<file path="config.mk">
export PLATFORM = sky130hd
export DESIGN_NAME = mux_scan_seq_flat
export DESIGN_NICKNAME = d
export VERILOG_FILES = /design/src/rtl/mux_scan_seq_if.sv /design/src/rtl/mux_scan_seq.sv /design/src/flat_wrapper.sv
export SDC_FILE = /design/constraint.sdc
export NUM_CORES = 1
export LEC_CHECK = 0
export CORE_MARGIN = 10
export CORE_UTILIZATION = 45
export CTS_CLUSTER_DIAMETER = 120
export DETAILED_ROUTE_END_ITERATION = 10
export HOLD_SLACK_MARGIN = 0.08
export MAX_ROUTING_LAYER = met4
export PLACE_DENSITY = 0.79
export SETUP_SLACK_MARGIN = 0.02
export SYNTH_ARGS = -nofsm -noshare
export SYNTH_HDL_FRONTEND = slang
export SYNTH_SLANG_ARGS = --single-unit
</file>
<file path="constraint.sdc">
create_clock -name clk -period 2.3 [get_ports clk]
set_clock_uncertainty 0.15 [all_clocks]
set_input_delay 0.23 -clock clk [delete_from_list [all_inputs] [get_ports clk]]
set_output_delay 0.23 -clock clk [all_outputs]
set_load 0.03 [all_outputs]
</file>
<file path="src/rtl/mux_scan_seq_if.sv">
// Channel bus between the parallel sources and the mux/sequencer.
// The master modport drives channel data and control; the slave is the mux.
interface mux_scan_seq_if #(
  parameter int N_CH = 8,
  parameter int DW   = 1
);
  localparam int SEL_W = $clog2(N_CH);

  logic [N_CH*DW-1:0] data_in;
  logic               mode;
  logic [SEL_W-1:0]   sel_in;
  logic               start;
  logic [N_CH-1:0]    en_mask;
  logic [DW-1:0]      y;
  logic [SEL_W-1:0]   ch_out;
  logic               valid;
  logic               scan_done;

  modport master (
    output data_in, mode, sel_in, start, en_mask,
    input  y, ch_out, valid, scan_done
  );

  modport slave (
    input  data_in, mode, sel_in, start, en_mask,
    output y, ch_out, valid, scan_done
  );
endinterface

</file>
<file path="src/rtl/mux_scan_seq.sv">
// Registered N:1 channel mux with manual select or an internal scan sequencer
// that holds each enabled channel for DWELL cycles, lowest index first.
//
// state  | meaning
// IDLE   | outputs invalid; waiting for manual mode or a scan start
// MANUAL | y/ch_out follow sel_in with one cycle of latency
// SCAN   | stepping upward through the mask latched at start
module mux_scan_seq #(
  parameter int N_CH  = 8,
  parameter int DW    = 1,
  parameter int DWELL = 4
) (
  input logic            clk,
  input logic            rst,
  mux_scan_seq_if.slave  bus
);
  localparam int SEL_W = $clog2(N_CH);
  localparam int CNT_W = $clog2(DWELL) + 1;
  localparam logic [CNT_W-1:0] CNT_LAST = CNT_W'(DWELL - 1);

  typedef enum logic [1:0] {
    IDLE   = 2'd0,
    MANUAL = 2'd1,
    SCAN   = 2'd2
  } state_t;

  state_t            r_state, w_state;
  logic [DW-1:0]     r_y, w_y;
  logic [SEL_W-1:0]  r_ch, w_ch;
  logic              r_valid, w_valid;
  logic              r_done, w_done;
  logic [CNT_W-1:0]  r_cnt, w_cnt;
  logic [N_CH-1:0]   r_mask, w_mask;

  logic [SEL_W-1:0]  w_lowest;
  logic [SEL_W-1:0]  w_next_ch;
  logic              w_has_next;

  function automatic logic [DW-1:0] f_pick(input logic [N_CH*DW-1:0] d,
                                           input logic [SEL_W-1:0]   idx);
    return d[idx*DW +: DW];
  endfunction

  // Descending loops so the lowest qualifying index is the last one written.
  always_comb begin
    w_lowest = '0;
    for (int i = N_CH - 1; i >= 0; i--) begin
      if (bus.en_mask[i]) w_lowest = SEL_W'(i);
    end
  end

  always_comb begin
    w_next_ch  = r_ch;
    w_has_next = 1'b0;
    for (int i = N_CH - 1; i >= 0; i--) begin
      if (r_mask[i] && (i > int'(r_ch))) begin
        w_next_ch  = SEL_W'(i);
        w_has_next = 1'b1;
      end
    end
  end

  always_comb begin
    w_state = r_state;
    w_y     = r_y;
    w_ch    = r_ch;
    w_valid = r_valid;
    w_done  = 1'b0;
    w_cnt   = r_cnt;
    w_mask  = r_mask;
    case (r_state)
      IDLE: begin
        w_valid = 1'b0;
        if (!bus.mode) begin
          w_state = MANUAL;
          w_y     = f_pick(bus.data_in, bus.sel_in);
          w_ch    = bus.sel_in;
          w_valid = 1'b1;
          w_cnt   = '0;
        end else if (bus.start) begin
          if (|bus.en_mask) begin
            w_state = SCAN;
            w_mask  = bus.en_mask;
            w_ch    = w_lowest;
            w_y     = f_pick(bus.data_in, w_lowest);
            w_valid = 1'b1;
            w_cnt   = '0;
          end else begin
            w_done = 1'b1;
          end
        end
      end
      MANUAL: begin
        if (bus.mode) begin
          w_state = IDLE;
          w_valid = 1'b0;
        end else begin
          w_y     = f_pick(bus.data_in, bus.sel_in);
          w_ch    = bus.sel_in;
          w_valid = 1'b1;
        end
      end
      SCAN: begin
        if (!bus.mode) begin
          w_state = MANUAL;
          w_y     = f_pick(bus.data_in, bus.sel_in);
          w_ch    = bus.sel_in;
          w_valid = 1'b1;
          w_cnt   = '0;
        end else if (r_cnt == CNT_LAST) begin
          w_cnt = '0;
          if (w_has_next) begin
            w_ch = w_next_ch;
            w_y  = f_pick(bus.data_in, w_next_ch);
          end else begin
            w_state = IDLE;
            w_valid = 1'b0;
            w_done  = 1'b1;
          end
        end else begin
          w_cnt = r_cnt + 1'b1;
          w_y   = f_pick(bus.data_in, r_ch);
        end
      end
      default: begin
        w_state = IDLE;
        w_valid = 1'b0;
      end
    endcase
  end

  always_ff @(posedge clk or posedge rst) begin
    if (rst) begin
      r_state <= IDLE;
      r_y     <= '0;
      r_ch    <= '0;
      r_valid <= 1'b0;
      r_done  <= 1'b0;
      r_cnt   <= '0;
      r_mask  <= '0;
    end else begin
      r_state <= w_state;
      r_y     <= w_y;
      r_ch    <= w_ch;
      r_valid <= w_valid;
      r_done  <= w_done;
      r_cnt   <= w_cnt;
      r_mask  <= w_mask;
    end
  end

  assign bus.y         = r_y;
  assign bus.ch_out    = r_ch;
  assign bus.valid     = r_valid;
  assign bus.scan_done = r_done;
endmodule

</file>
<file path="src/flat_wrapper.sv">
// flat-port wrapper written by rule: the top's interface ports become plain ports
module mux_scan_seq_flat 
#(
  parameter int N_CH  = 8,
  parameter int DW    = 1,
  parameter int DWELL = 4
)
  (clk, rst, bus_data_in, bus_mode, bus_sel_in, bus_start, bus_en_mask, bus_y, bus_ch_out, bus_valid, bus_scan_done);
  mux_scan_seq_if #(.N_CH(N_CH), .DW(DW)) bus_i ();
  input logic clk;
  input logic rst;
  input wire logic [$bits(bus_i.data_in)-1:0] bus_data_in;
  input wire logic [$bits(bus_i.mode)-1:0] bus_mode;
  input wire logic [$bits(bus_i.sel_in)-1:0] bus_sel_in;
  input wire logic [$bits(bus_i.start)-1:0] bus_start;
  input wire logic [$bits(bus_i.en_mask)-1:0] bus_en_mask;
  output wire logic [$bits(bus_i.y)-1:0] bus_y;
  output wire logic [$bits(bus_i.ch_out)-1:0] bus_ch_out;
  output wire logic [$bits(bus_i.valid)-1:0] bus_valid;
  output wire logic [$bits(bus_i.scan_done)-1:0] bus_scan_done;
  assign bus_i.data_in = bus_data_in;
  assign bus_i.mode = bus_mode;
  assign bus_i.sel_in = bus_sel_in;
  assign bus_i.start = bus_start;
  assign bus_i.en_mask = bus_en_mask;
  assign bus_y = bus_i.y;
  assign bus_ch_out = bus_i.ch_out;
  assign bus_valid = bus_i.valid;
  assign bus_scan_done = bus_i.scan_done;
  mux_scan_seq #(.N_CH(N_CH), .DW(DW), .DWELL(DWELL)) u_core (.clk(clk), .rst(rst), .bus(bus_i));
endmodule
</file>
==> impl_metrics.tcl <==
set metrics [dict create \
    setup_viol 4 \
    grt_overflow_total 0 \
    power_density_nw_per_um2 1210 \
    finalHoldViolCount 0 \
    area_growth_pct 43.1 \
    p_seq_share_pct 19.9 \
    irDropWorstVdd_uv 566 \
    row_count 22 \
    synthCells 189 \
    die_area_um2 6580 \
    grt_max_degree 25 \
    clkTransAtPathRegs_ns 0.08 \
    clock-sinks 18 \
    ys.flop_type "dfrtp_1" \
    fmax_ghz 0.412 \
    maxSlewHeadroom_pct 51.3 \
    finalCritPeriodShare_pct 106 \
    wl_um 5010 \
    avgSynthCellArea_um2 8.89 \
    synthDistinctLibCells 57 \
    drive_gt1_share_pct 33.2 \
    hold_buffers 0 \
    p_int_mw 1.64 \
    leakagePower_nw 1.04 \
    ys_seq_area_share_pct 26.8 \
    path_class "flop to flop" \
    hpwl_um 3890 \
    crit_buf_inv 1 \
    vias 1680 \
    dp.cells 295 \
    grt_first_pass_wirelength_um 8360 \
    max_stage_delay_ns 0.47 \
    cts_buffers 3 \
    pwr-share-comb_pct 70.5 \
    grt_usage_pct 16.4 \
    cp_cell_sequence "or3b_1 -> a21oi_2 -> o21bai_4 -> buf_4 -> a21oi_1 -> o21ai_0 -> nand2_1 -> a21o_1 -> mux2_2" \
    ys_ff_latch 18 \
    core_area_um2 3630 \
    cts_buffer_depth 2 \
    period_needed_ns 2.43 \
    slew_violations 0 \
    finalNonFillerCells 301 \
    worstPathArrival_ns 2.43 \
    end_kind "flop" \
    synth_nets 217 \
    outcome "finished with violations" \
    yosys_warnings 0 \
    drcViolationCount 0 \
    fin_ws_ns -0.130 \
    drtPass1Iterations 4 \
    p_sw_share_pct 44.0 \
    ant_nets 0 \
    avgViaCountPerCell 5.58 \
    port_buffers 28 \
    tightest_slew_ns 0.730 \
    final_core_util_pct 66.2 \
    wl_per_cell_um 16.7 \
    drv_cap 0 \
    crit_required_ns 2.30 \
    clockPowerShare_pct 9.6 \
    synth_edf_count 0 \
    htreeDepth 1 \
    violations "negative setup slack" \
    critPathLaunchType "flop" \
    p_sw_mw 1.29 \
    first_global_vias 1712 \
    clock_latency_ns 0.26 \
    gp_congestion 0.847 \
    crit_fanout 7 \
    final_nets 282 \
    rsz0062_at_grt "yes" \
    path_delay_family "compound AO/OA/AOI/OAI gates" \
    drt_iter0_drc 121 \
    hp-class "input port to async pin" \
    diodes 0 \
    cts_tree "done" \
    synth_async_sr_flop_share_pct 100 \
    io-pin-count 29 \
    slowest_stage "dfrtp_2" \
    syn-cell-area_um2 1680 \
    antenna_found_initial 0 \
    die_h_um 81.1 \
    die_w_um 81.1 \
    floorplan.initialDensity_pct 46.2 \
    cts-root-buf "clkbuf_8" \
]
-- cell usage after synthesis, types with 2 or more instances --
master	n	area (µm²)
nand2b_1	3	18.8
o22ai_1	4	25.0
mux4_2	3	67.6
clkbuf_1	6	22.5
o211ai_1	3	22.5
nor2b_1	9	56.3
nand3_1	3	15.0
ha_1	5	62.6
a21oi_1	13	65.1
a22oi_1	2	15.0
nor2_1	11	41.3
inv_1	11	41.3
a21boi_0	2	15.0
nor3_1	4	20.0
mux2_2	12	135
o21bai_1	2	15.0
buf_2	2	10.0
and3_1	2	12.5
o21ai_0	12	60.1
dfrtp_1	18	450
nor4_1	2	12.5
nand2_1	14	52.6
mux2i_1	11	110
a211oi_1	2	15.0
-- what timing repair did --
action,in CTS,in global routing
buffers inserted,2,0
hold endpoints to repair,0,0
pin swaps,1,0
endpoints found under the setup margin,5,10
gates resized for setup,8,4
-- per-layer routing --
layer / share of wire, % / vias to the layer above / wire [µm] / track usage, %
li1: - / 826 / - / -
met1: 44 / 804 / 2200 / 20.5
met2: 49 / 42 / 2430 / 26.1
met3: 5.5 / 8 / 278 / 3.20
met4: 2.1 / 0 / 104 / 5.36
met5: 0 / - / 0 / -
-- placed cells by master, fill, tap and decap left out, types with 4 or more instances in the layout --
cell             count
nand2_1             14
clkbuf_8             4
o21ai_0             11
mux2_2              12
a21oi_1             13
o22ai_1              4
nor2_1               9
inv_1               11
mux2i_1             10
clkdlybuf4s50_1     28
dfrtp_1             16
ha_1                 5
buf_4               41
nor2b_1              8
-- registers in the layout (all words and copies together) (netlist names) --
register / flops
u_core.r_mask: 7
u_core.r_cnt: 3
u_core.bus.scan_done: 1
u_core.bus.y: 1
u_core.bus.ch_out: 3
u_core.r_state: 2
u_core.bus.valid: 1
-- final timing paths --
check | from | depth (start not counted) | slack [ns] | end
min | rst | 2 | 0.23 | u_core.bus.y
min reg2reg | u_core.bus.valid | 1 | 0.38 | u_core.bus.valid
max in group asynchronous | rst | 2 | 1.26 | u_core.bus.ch_out[2]
max reg2reg | u_core.bus.ch_out[1] | 9 | -0.13 | u_core.bus.ch_out[2]
max | u_core.bus.ch_out[1] | 9 | -0.13 | u_core.bus.ch_out[2]
min in group clk | u_core.bus.valid | 1 | 0.38 | u_core.bus.valid
-- power by group through the flow --
stage | sequential [mW] | clock [mW] | combinational [mW]
after floorplan | 0.664 | 0 | 1.17
after global placement | 0.587 | 0 | 1.88
after detailed placement | 0.593 | 0 | 1.92
after CTS | 0.581 | 0.275 | 2.03
after global routing | 0.604 | 0.288 | 2.23
final | 0.582 | 0.280 | 2.06
-- kinds of logic (layout without fill, tap and decap cells) --
logic type,after synthesis,after routing,synth area share (%)
buffers and inverters,23,87,5.96
multiplexers,27,27,19.3
XOR/XNOR,1,1,0.521
adder cells (fa/ha/maj),5,5,3.72
AND/OR/NAND/NOR,55,55,16.8
AO/OA/AOI/OAI,60,60,26.9
flip-flops,18,18,26.8
-- metrics by stage --
stage / TNS, ns / setup slack, ns / hold WS, ns / power, mW / area, µm²
global placement: -0.283 / -0.115 / 0.339 / 2.47 / 2290
CTS: -0.341 / -0.0928 / 0.278 / 2.88 / 2390
floorplan: -0.151 / -0.151 / 0.0184 / 1.84 / 1700
global route: -0.803 / -0.204 / 0.310 / 3.12 / 2400
finish: -0.461 / -0.130 / 0.234 / 2.92 / 2400
detailed placement: -0.564 / -0.219 / 0.348 / 2.51 / 2290
-- area by class of cell --
| type | count | area (µm²) |
|---|---|---|
| Fill cell | 306 | 1230 |
| Multi-Input combinational cell | 148 | 1190 |
| Timing Repair Buffer | 70 | 599 |
| Sequential cell | 18 | 453 |
| Tap cell | 48 | 60.1 |
| Clock buffer | 4 | 55.1 |
| Inverter | 13 | 51.3 |
Note: power is estimated with default switching activity, not from simulation.
